File: src/rtl/uart_router_ni.sv
// uart_router_ni
//   Host-to-network interface. Receives 4-byte UART frames (8N1, LSB first)
//   on TXD, validates them and injects each frame into the router as a head
//   flit followed by a tail flit on a 16-bit req/bussy handshake.
//   Frame layout: byte0 -> word[31:24] ... byte3 -> word[7:0].
//   head = {byte0, seq[class]}, tail = {byte2, byte3}, class = byte0[5].
//
// Ports
//   clk        in   system clock, all logic on posedge
//   rst_n      in   asynchronous active-low reset
//   TXD        in   UART line from host, idle high, asynchronous to clk
//   data       out  16-bit flit to router
//   req        out  flit valid
//   bussy      in   router stall; flit accepted when req=1 and bussy=0
//   frame_err  out  1-cycle pulse: bad stop bit or invalid type field
//   overflow   out  1-cycle pulse: frame completed while holding reg busy
module uart_router_ni #(
    parameter int unsigned BIT_CLKS     = 16,
    parameter int unsigned TIMEOUT_BITS = 20
) (
    input  logic        clk,
    input  logic        rst_n,
    input  logic        TXD,
    output logic [15:0] data,
    output logic        req,
    input  logic        bussy,
    output logic        frame_err,
    output logic        overflow
);

    localparam int unsigned HALF    = BIT_CLKS / 2;
    localparam int unsigned TO_CLKS = TIMEOUT_BITS * BIT_CLKS;
    localparam int unsigned CW      = $clog2(BIT_CLKS);
    localparam int unsigned TW      = $clog2(TO_CLKS + 1);

    // R_BREAK waits for the line to return high after a bad stop bit
    typedef enum logic [2:0] {
        R_IDLE,
        R_START,
        R_DATA,
        R_STOP,
        R_BREAK
    } rx_state_t;

    typedef enum logic [1:0] {
        F_IDLE,
        F_HEAD,
        F_TAIL
    } fl_state_t;

    // ------------------------------------------------------------------
    // Receive side state
    // ------------------------------------------------------------------
    logic            txd_s1_q, txd_s2_q, txd_prev_q;
    rx_state_t       rx_state_q;
    logic [CW-1:0]   bit_cnt_q;
    logic [2:0]      bit_idx_q;
    logic [7:0]      shift_q;
    logic [1:0]      byte_idx_q;
    logic [7:0]      byte0_q;
    logic [7:0]      byte2_q;
    logic [TW-1:0]   idle_cnt_q;

    // ------------------------------------------------------------------
    // Flit side state
    // ------------------------------------------------------------------
    fl_state_t       fl_state_q;
    logic [15:0]     data_q;
    logic            req_q;
    logic [15:0]     tail_q;
    logic            cls_q;
    logic [7:0]      seq_reg_q;
    logic [7:0]      seq_pri_q;
    logic            frame_err_q;
    logic            overflow_q;

    // ------------------------------------------------------------------
    // Frame-level decisions, all evaluated in the byte3 stop-sample cycle
    // ------------------------------------------------------------------
    logic        stop_tick;
    logic        stop_good;
    logic        stop_bad;
    logic        frame_done;
    logic        type_ok;
    logic        accept;
    logic        hold_free;
    logic        load;
    logic [15:0] head_d;
    logic [15:0] tail_d;
    logic        frame_err_d;
    logic        overflow_d;

    always_comb begin
        stop_tick   = (rx_state_q == R_STOP) && (bit_cnt_q == CW'(BIT_CLKS - 1));
        stop_good   = stop_tick && txd_s2_q;
        stop_bad    = stop_tick && !txd_s2_q;
        frame_done  = stop_good && (byte_idx_q == 2'd3);
        // regular (000) or priority (001) in byte0, 110 in byte2
        type_ok     = (byte0_q[7:6] == 2'b00) && (byte2_q[7:5] == 3'b110);
        accept      = req_q && !bussy;
        // the tail leaving this cycle frees the holding reg for a new frame
        hold_free   = (fl_state_q == F_IDLE) || ((fl_state_q == F_TAIL) && accept);
        load        = frame_done && type_ok && hold_free;
        head_d      = {byte0_q, (byte0_q[5] ? seq_pri_q : seq_reg_q)};
        tail_d      = {byte2_q, shift_q};
        frame_err_d = stop_bad || (frame_done && !type_ok);
        overflow_d  = frame_done && type_ok && !hold_free;
    end

    // ------------------------------------------------------------------
    // Synchronizer and RX FSM
    // ------------------------------------------------------------------
    always_ff @(posedge clk or negedge rst_n) begin
        if (!rst_n) begin
            txd_s1_q   <= 1'b1;
            txd_s2_q   <= 1'b1;
            txd_prev_q <= 1'b1;
            rx_state_q <= R_IDLE;
            bit_cnt_q  <= '0;
            bit_idx_q  <= '0;
            shift_q    <= '0;
            byte_idx_q <= '0;
            byte0_q    <= '0;
            byte2_q    <= '0;
            idle_cnt_q <= '0;
        end else begin
            txd_s1_q   <= TXD;
            txd_s2_q   <= txd_s1_q;
            txd_prev_q <= txd_s2_q;
            idle_cnt_q <= '0;

            case (rx_state_q)
                R_IDLE: begin
                    bit_cnt_q <= '0;
                    if (txd_prev_q && !txd_s2_q) begin
                        rx_state_q <= R_START;
                    end
                    // inter-byte timeout only matters with a partial frame
                    if (byte_idx_q != 2'd0) begin
                        if (idle_cnt_q == TW'(TO_CLKS - 1)) begin
                            byte_idx_q <= '0;
                        end else begin
                            idle_cnt_q <= idle_cnt_q + 1'b1;
                        end
                    end
                end

                R_START: begin
                    if (bit_cnt_q == CW'(HALF - 1)) begin
                        bit_cnt_q <= '0;
                        bit_idx_q <= '0;
                        rx_state_q <= txd_s2_q ? R_IDLE : R_DATA;
                    end else begin
                        bit_cnt_q <= bit_cnt_q + 1'b1;
                    end
                end

                R_DATA: begin
                    if (bit_cnt_q == CW'(BIT_CLKS - 1)) begin
                        bit_cnt_q <= '0;
                        shift_q   <= {txd_s2_q, shift_q[7:1]};
                        bit_idx_q <= bit_idx_q + 3'd1;
                        if (bit_idx_q == 3'd7) begin
                            rx_state_q <= R_STOP;
                        end
                    end else begin
                        bit_cnt_q <= bit_cnt_q + 1'b1;
                    end
                end

                R_STOP: begin
                    if (stop_tick) begin
                        bit_cnt_q <= '0;
                        if (txd_s2_q) begin
                            if (byte_idx_q == 2'd0) begin
                                byte0_q <= shift_q;
                            end
                            if (byte_idx_q == 2'd2) begin
                                byte2_q <= shift_q;
                            end
                            // 3 -> 0 wrap ends the frame whatever its fate
                            byte_idx_q <= byte_idx_q + 2'd1;
                            rx_state_q <= R_IDLE;
                        end else begin
                            byte_idx_q <= '0;
                            rx_state_q <= R_BREAK;
                        end
                    end else begin
                        bit_cnt_q <= bit_cnt_q + 1'b1;
                    end
                end

                R_BREAK: begin
                    bit_cnt_q <= '0;
                    if (txd_s2_q) begin
                        rx_state_q <= R_IDLE;
                    end
                end

                default: begin
                    rx_state_q <= R_IDLE;
                end
            endcase
        end
    end

    // ------------------------------------------------------------------
    // Flit FSM with registered outputs
    // ------------------------------------------------------------------
    always_ff @(posedge clk or negedge rst_n) begin
        if (!rst_n) begin
            fl_state_q  <= F_IDLE;
            data_q      <= '0;
            req_q       <= 1'b0;
            tail_q      <= '0;
            cls_q       <= 1'b0;
            seq_reg_q   <= '0;
            seq_pri_q   <= '0;
            frame_err_q <= 1'b0;
            overflow_q  <= 1'b0;
        end else begin
            frame_err_q <= frame_err_d;
            overflow_q  <= overflow_d;

            case (fl_state_q)
                F_IDLE: begin
                    if (load) begin
                        data_q     <= head_d;
                        tail_q     <= tail_d;
                        cls_q      <= byte0_q[5];
                        req_q      <= 1'b1;
                        fl_state_q <= F_HEAD;
                    end
                end

                F_HEAD: begin
                    if (accept) begin
                        data_q <= tail_q;
                        if (cls_q) begin
                            seq_pri_q <= seq_pri_q + 8'd1;
                        end else begin
                            seq_reg_q <= seq_reg_q + 8'd1;
                        end
                        fl_state_q <= F_TAIL;
                    end
                end

                F_TAIL: begin
                    if (accept) begin
                        if (load) begin
                            data_q     <= head_d;
                            tail_q     <= tail_d;
                            cls_q      <= byte0_q[5];
                            fl_state_q <= F_HEAD;
                        end else begin
                            req_q      <= 1'b0;
                            fl_state_q <= F_IDLE;
                        end
                    end
                end

                default: begin
                    req_q      <= 1'b0;
                    fl_state_q <= F_IDLE;
                end
            endcase
        end
    end

    assign data      = data_q;
    assign req       = req_q;
    assign frame_err = frame_err_q;
    assign overflow  = overflow_q;

endmodule

File: config.mk
export PLATFORM = sky130hd
export DESIGN_NAME = uart_router_ni
export DESIGN_NICKNAME = d
export VERILOG_FILES = /design/src/rtl/uart_router_ni.sv
export SDC_FILE = /design/constraint.sdc
export NUM_CORES = 1
export LEC_CHECK = 0
export CORE_ASPECT_RATIO = 1.75
export CORE_MARGIN = 3
export CORE_UTILIZATION = 60
export DETAILED_ROUTE_END_ITERATION = 6
export PLACE_DENSITY = 0.88
export SETUP_SLACK_MARGIN = 0.5
export SLEW_MARGIN = 10
export SYNTH_ARGS = -nofsm -noshare
export SYNTH_HDL_FRONTEND = slang
export SYNTH_SLANG_ARGS = --single-unit
File: constraint.sdc
create_clock -name clk -period 2.4 [get_ports clk]
set_input_delay 0.48 -clock clk [delete_from_list [all_inputs] [get_ports clk]]
set_output_delay 0.48 -clock clk [all_outputs]
set_load 0.05 [all_outputs]
# --- Word level (Yosys, flattened, before mapping) ---
# Index checks and enable logic that the tools add are counted.
# Widths: inputs -> output; s select.
totals:
  elab_cells: 138
  reg_bits: 102
  out_inout_bits: 19
  inputBits: 4
classes:
  mux: 44
  n_addsub: 6
  eq_ne: 25
  bitwise: 2
  n_reduce_logical: 41
op_table:
  columns: ["operator", "count"]
  rows:
  - ["$mux 16", 5]
  - ["$pmux 16 s3", 1]
  - ["$pmux 16 s2", 1]
  - ["$mux 3", 9]
  - ["$mux 9", 3]
  - ["$ne 2x2->1 const B", 12]
  - ["$add 8x1->8 const B", 2]
  - ["$mux 2", 8]
  - ["$pmux 4 s4", 1]
  - ["$reduce_and 4->1", 4]
  - ["$pmux 3 s5", 1]
  - ["$reduce_and 3->1", 5]
  - ["$logic_and 1x1->1", 12]
  - ["$mux 4", 3]
  - ["$add 9x1->9 const B", 1]
  - ["$eq 3x3->1 const B", 3]
  - ["$eq 9x9->1 const B", 1]
  - ["$mux 8", 1]
  - ["$reduce_bool 2->1", 4]
  - ["$eq 2x2->1 const B", 3]
  - ["$eq 3x2->1 const B", 2]
  - ["$logic_not 2->1", 3]
  - ["$mux 1", 6]
  - ["$pmux 2 s3", 1]
  - ["other kinds (20)", 26]

# --- Depth between registers and ports, before layout ---
logic_depth:
  ltp_word: 9
  mapped_depth: 7
  depth_no_buf: 6

# --- Least setup slack after synthesis ---
# Ideal clock, no wire load.
synth_path:
  path_type: "flip-flop to flip-flop"
  start: "reg bit_cnt_q[0]"
  end: "reg data_q[10] (netlist: data[10])"
  period_less_slack_ns: 1.928
  t_arrival_ns: 1.803
  stages_incl_launch_ff: 8
  setup_ns: 0.125
  setup_slack_ns: 0.472
  path_cell_list: "dfrtp_1 > ha_1 > and3_1 > buf_2 > and4_4 > a21oi_4 > buf_6 > mux2_4"
synth_via:
  elab_chain_cells: 9
synth_rtl:
  columns: ["element", "line", "rtl"]
  rows:
  - ["from (decl)", "56", "logic [CW-1:0] bit_cnt_q;"]
  - ["from (signal assigned)", "154", "bit_cnt_q <= bit_cnt_q + 1'b1;"]
  - ["from (signal assigned)", "167", "bit_cnt_q <= bit_cnt_q + 1'b1;"]
  - ["from (signal assigned)", "189", "bit_cnt_q <= bit_cnt_q + 1'b1;"]
  - ["$eq 4x4->1 (*)", "94", "stop_tick = (rx_state_q == R_STOP) && (bit_cnt_q == CW'(BIT_CLKS - 1));"]
  - ["$logic_and 1x1->1 (*)", "94", null]
  - ["$logic_and 1x1->1 (*)", "95", "stop_good = stop_tick && txd_s2_q;"]
  - ["$logic_and 1x1->1 (*)", "97", "frame_done = stop_good && (byte_idx_q == 2'd3);"]
  - ["$logic_and 1x1->1 (*) (2 in a row)", "103", "load = frame_done && type_ok && hold_free;"]
  - ["$mux 16 (*)", null, null]
  - ["$mux 16", null, null]
  - ["$pmux 16 s3 (*)", null, null]
  - ["to (signal assigned)", "238", "data_q <= tail_q;"]
  - ["to (decl)", "68", "logic [15:0] data_q;"]
# Every way passes the cells marked *; elsewhere a longest branch is shown, timed or not. The select of a mux whose other input is x is not followed.
# A chain may end at the register's enable or synchronous reset.

# --- Worst setup path after layout ---
layout_path:
  start: "in bussy"
  end: "reg data_q[0] (netlist: data[0])"
layout_via:
  elab_chain_cells: 8
  elab_cells_between_ends: 11
  cone_classes: "2 x eq/ne; 3 x mux; 6 x reduce/logical"
layout_rtl:
  columns: ["element", "line", "rtl"]
  rows:
  - ["from (decl)", "26", "input logic bussy,"]
  - ["$logic_not 1->1 (*)", "100", "accept = req_q && !bussy;"]
  - ["$logic_and 1x1->1 (*)", "100", null]
  - ["$logic_and 1x1->1", "102", "hold_free = (fl_state_q == F_IDLE) || ((fl_state_q == F_TAIL) && accept);"]
  - ["$logic_or 1x1->1", "102", null]
  - ["$logic_and 1x1->1", "103", null]
  - ["$mux 16 (2 in a row)", null, null]
  - ["$pmux 16 s3", null, null]
# Marked as above.

==> impl_metrics.ini <==
[sta]
fin_tns_setup_ns = 0
worst_pin_slew_ns = 0.632
finalMaxSlewViolations = 0
report.final.hold_viol_count = 0
slew_headroom_pct = 57.6
setup_ws_ns = 0.568
whs_ns = 0.359
final.period_utilization_pct = 76.3
period_minus_slack_ns = 1.83
fmax_mhz = 546
finalSetupViolCount = 0
final.setup_skew_ns = 0.00983
rsz0062_at_grt = false

[logic_synthesis]
yosysTopAreaCellShare_pct = 53.7
synth-async-reset-ratio_pct = 100
yosys_register_bits = 102
syn_avg_cell_area_um2 = 12.0
synth.area.top_cells = dfrtp_1 (54%), mux2_4 (7.8%), mux2_2 (5.4%), nand2_1 (5.2%), ha_1 (2.4%)
syn_area_um2 = 4620
yosysSeqAreaShare_pct = 55.4
syn-num-nets = 397
synth_edf_count = 0
yosysTopAreaCell = dfrtp_1
synth_commonest_cells = dfrtp_1 (99), nand2_1 (64), mux2_4 (24)
synth_top_flop_cell = dfrtp_1
ys_types = 49
netlist_instances = 384
synth.yosys.warnings = 0
synth.most_common_cell = dfrtp_1

[floorplanning]
die_y_um = 122
fp.dieW_um = 72.3
die_area_um2 = 8820
fp-row-count = 41
start_util_pct = 62.9
fp.coreArea_um2 = 7340
ios = 23

[clock_network]
clkSinkCount = 102
insertion_delay_ns = 0.34
clk_path_buf_depth = 2
clk_pin_slew_ns = 0.06
cts_made_buffers = 9
cts_tree = yes
clockRootBuffer = clkbuf_16
htree_num_levels = 3

[detailed_routing]
routed_wl_mm = 8.45
dr.pass1.iters = 4
wl_per_cell_um = 16.7
drt-initial-drc-count = 246
drc = 0
drtAntennaViolNets = 0
via_per_inst = 5.75
vias = 2917

[setup_path]
path_max_fanout = 14
cp_slowest_cell = clkdlybuf4s50_1
critPathMaxStageDelay_ns = 0.52
worstSetupPathType = in -> reg
crit_chain = clkdlybuf4s50_1 -> nand2b_1 -> a21oi_2 -> a21oi_4 -> buf_12 -> mux2_2
ff2ff_setup_slack_ns = 0.57
start_kind = primary input
arrival_ns = 2.06
cp-end-kind = flop
cp_data_required_time_ns = 2.62

[global_route]
grt_pass1_vias = 3028
antenna_found_initial = 0
grt_max_degree = 60
overflow = 0
grt_pass1_wl_mm = 14.3
grtUsageTotal_pct = 21.1

[run]
cap_violations = 0

[pwr]
p_leak_nw = 2.71
power.density_nw_per_um2 = 631
ir_worst_vdd_v = 0.000524

[place]
post-dp-hpwl_mm = 5.96
routabilityCongestion = 0.774
dp_slack_ns = 0.189
io_buffers = 22

[final_layout]
drive_above_1_share_pct = 20.7
fin_nets = 429
fin_util_pct = 71.7
syn2layout_area_growth_pct = 14.0
insertedDiodeCount = 0

[hold_path]
worstHoldPathType = reg -> reg

[outcome]
status = complete, no violations
cell families (layout without fill, tap and decap cells):
kind of cell    after synthesis  in the layout  share of synthesized area, %
flops                       102            102                          55.4
buf+inv                      18             55                          2.03
mux                          57             57                          15.6
xor+xnor                     23             23                          4.36
fa+ha+maj                     9              9                          2.44
simple gates                141            141                          15.3
compound gates               34             34                          4.93
critical path, delay by kind of cell:
family / cells / cell delay [ns]
AOI/OAI and AO/OA: 2 / 0.31
buffers and inverters: 2 / 0.69
muxes: 1 / 0.35
and+or+nand+nor: 1 / 0.23
final cells by class:
cell class | count | area (µm²)
Timing Repair Buffer | 35 | 323
Sequential cell | 102 | 2560
Clock buffer | 12 | 246
Fill cell | 495 | 2070
Tap cell | 86 | 108
Clock inverter | 4 | 22.5
Inverter | 4 | 15.0
Multi-Input combinational cell | 264 | 1990
final timing paths:
| check | start | to | cells after the start |
|---|---|---|---|
| worst min register to register | txd_s1_q | txd_s2_q | 0 |
| worst min-delay path | txd_s1_q | txd_s2_q | 0 |
| min in group asynchronous | rst_n | seq_reg_q[1] | 2 |
| max in group asynchronous | rst_n | txd_s1_q | 3 |
| worst max-delay path | bussy | data[0] | 6 |
| worst max register to register | bit_cnt_q[0] | tail_q[12] | 6 |
stage by stage:
step	cell area (µm²)	instances	power, mW
global route	5260	507	3.43
CTS	5220	504	3.31
global placement	4950	486	1.99
finish	5260	507	3.32
detailed placement	4950	486	2.00
floorplan	4620	384	1.92
per-layer routing:
layer	global-route usage, %	up-vias	wire length (µm)
li1	-	1397	-
met1	24.1	1463	3390
met2	38.3	45	4690
met3	4.05	12	228
met4	7.76	0	143
met5	0	-	0
sequential cells by signal, indices dropped and copies added (netlist names), 2 cells and up:
signal	cells
byte_idx_q	2
seq_reg_q	8
bit_idx_q	3
fl_state_q	2
rx_state_q	3
tail_q	16
seq_pri_q	8
byte2_q	8
shift_q	8
data	16
bit_cnt_q	4
idle_cnt_q	9
byte0_q	8
layout by cell type, fill, tap and decap left out, types with 3 or more instances in the layout:
| cell | n |
|---|---|
| mux2_2 | 22 |
| mux2_4 | 24 |
| o21ai_0 | 15 |
| and3_1 | 5 |
| dfstp_2 | 3 |
| nand4_1 | 7 |
| nand2_1 | 64 |
| nor2b_1 | 6 |
| and2_1 | 3 |
| nand3_1 | 14 |
| or3_1 | 3 |
| xor2_1 | 11 |
| xnor2_1 | 12 |
| nand2b_1 | 5 |
| nor2_1 | 17 |
| dlygate4sd2_1 | 19 |
| clkinv_2 | 3 |
| clkbuf_16 | 9 |
| dfrtp_1 | 98 |
| a21oi_1 | 4 |
| mux2i_1 | 11 |
| inv_1 | 4 |
| ha_1 | 8 |
| buf_4 | 10 |
what timing repair did:
item / 4_1_cts / 5_1_grt
cloned: 0 / 0
setup buffers: 1 / 3
endpoints found under the hold margin: 7 / 0
hold buffers: 1 / 0
resized for setup: 24 / 2
endpoints found under the setup margin: 48 / 23
where the power goes:
| group | total, mW | internal [mW] | leakage, nW | switching (mW) |
|---|---|---|---|---|
| sequential | 1.78 | 1.75 | 1.40 | 0.0327 |
| clock | 1.32 | 0.726 | 0.132 | 0.595 |
| combinational | 0.215 | 0.0883 | 1.17 | 0.126 |
| total | 3.32 | 2.57 | 2.71 | 0.754 |
No activity file was read; power rests on OpenSTA's default activity.
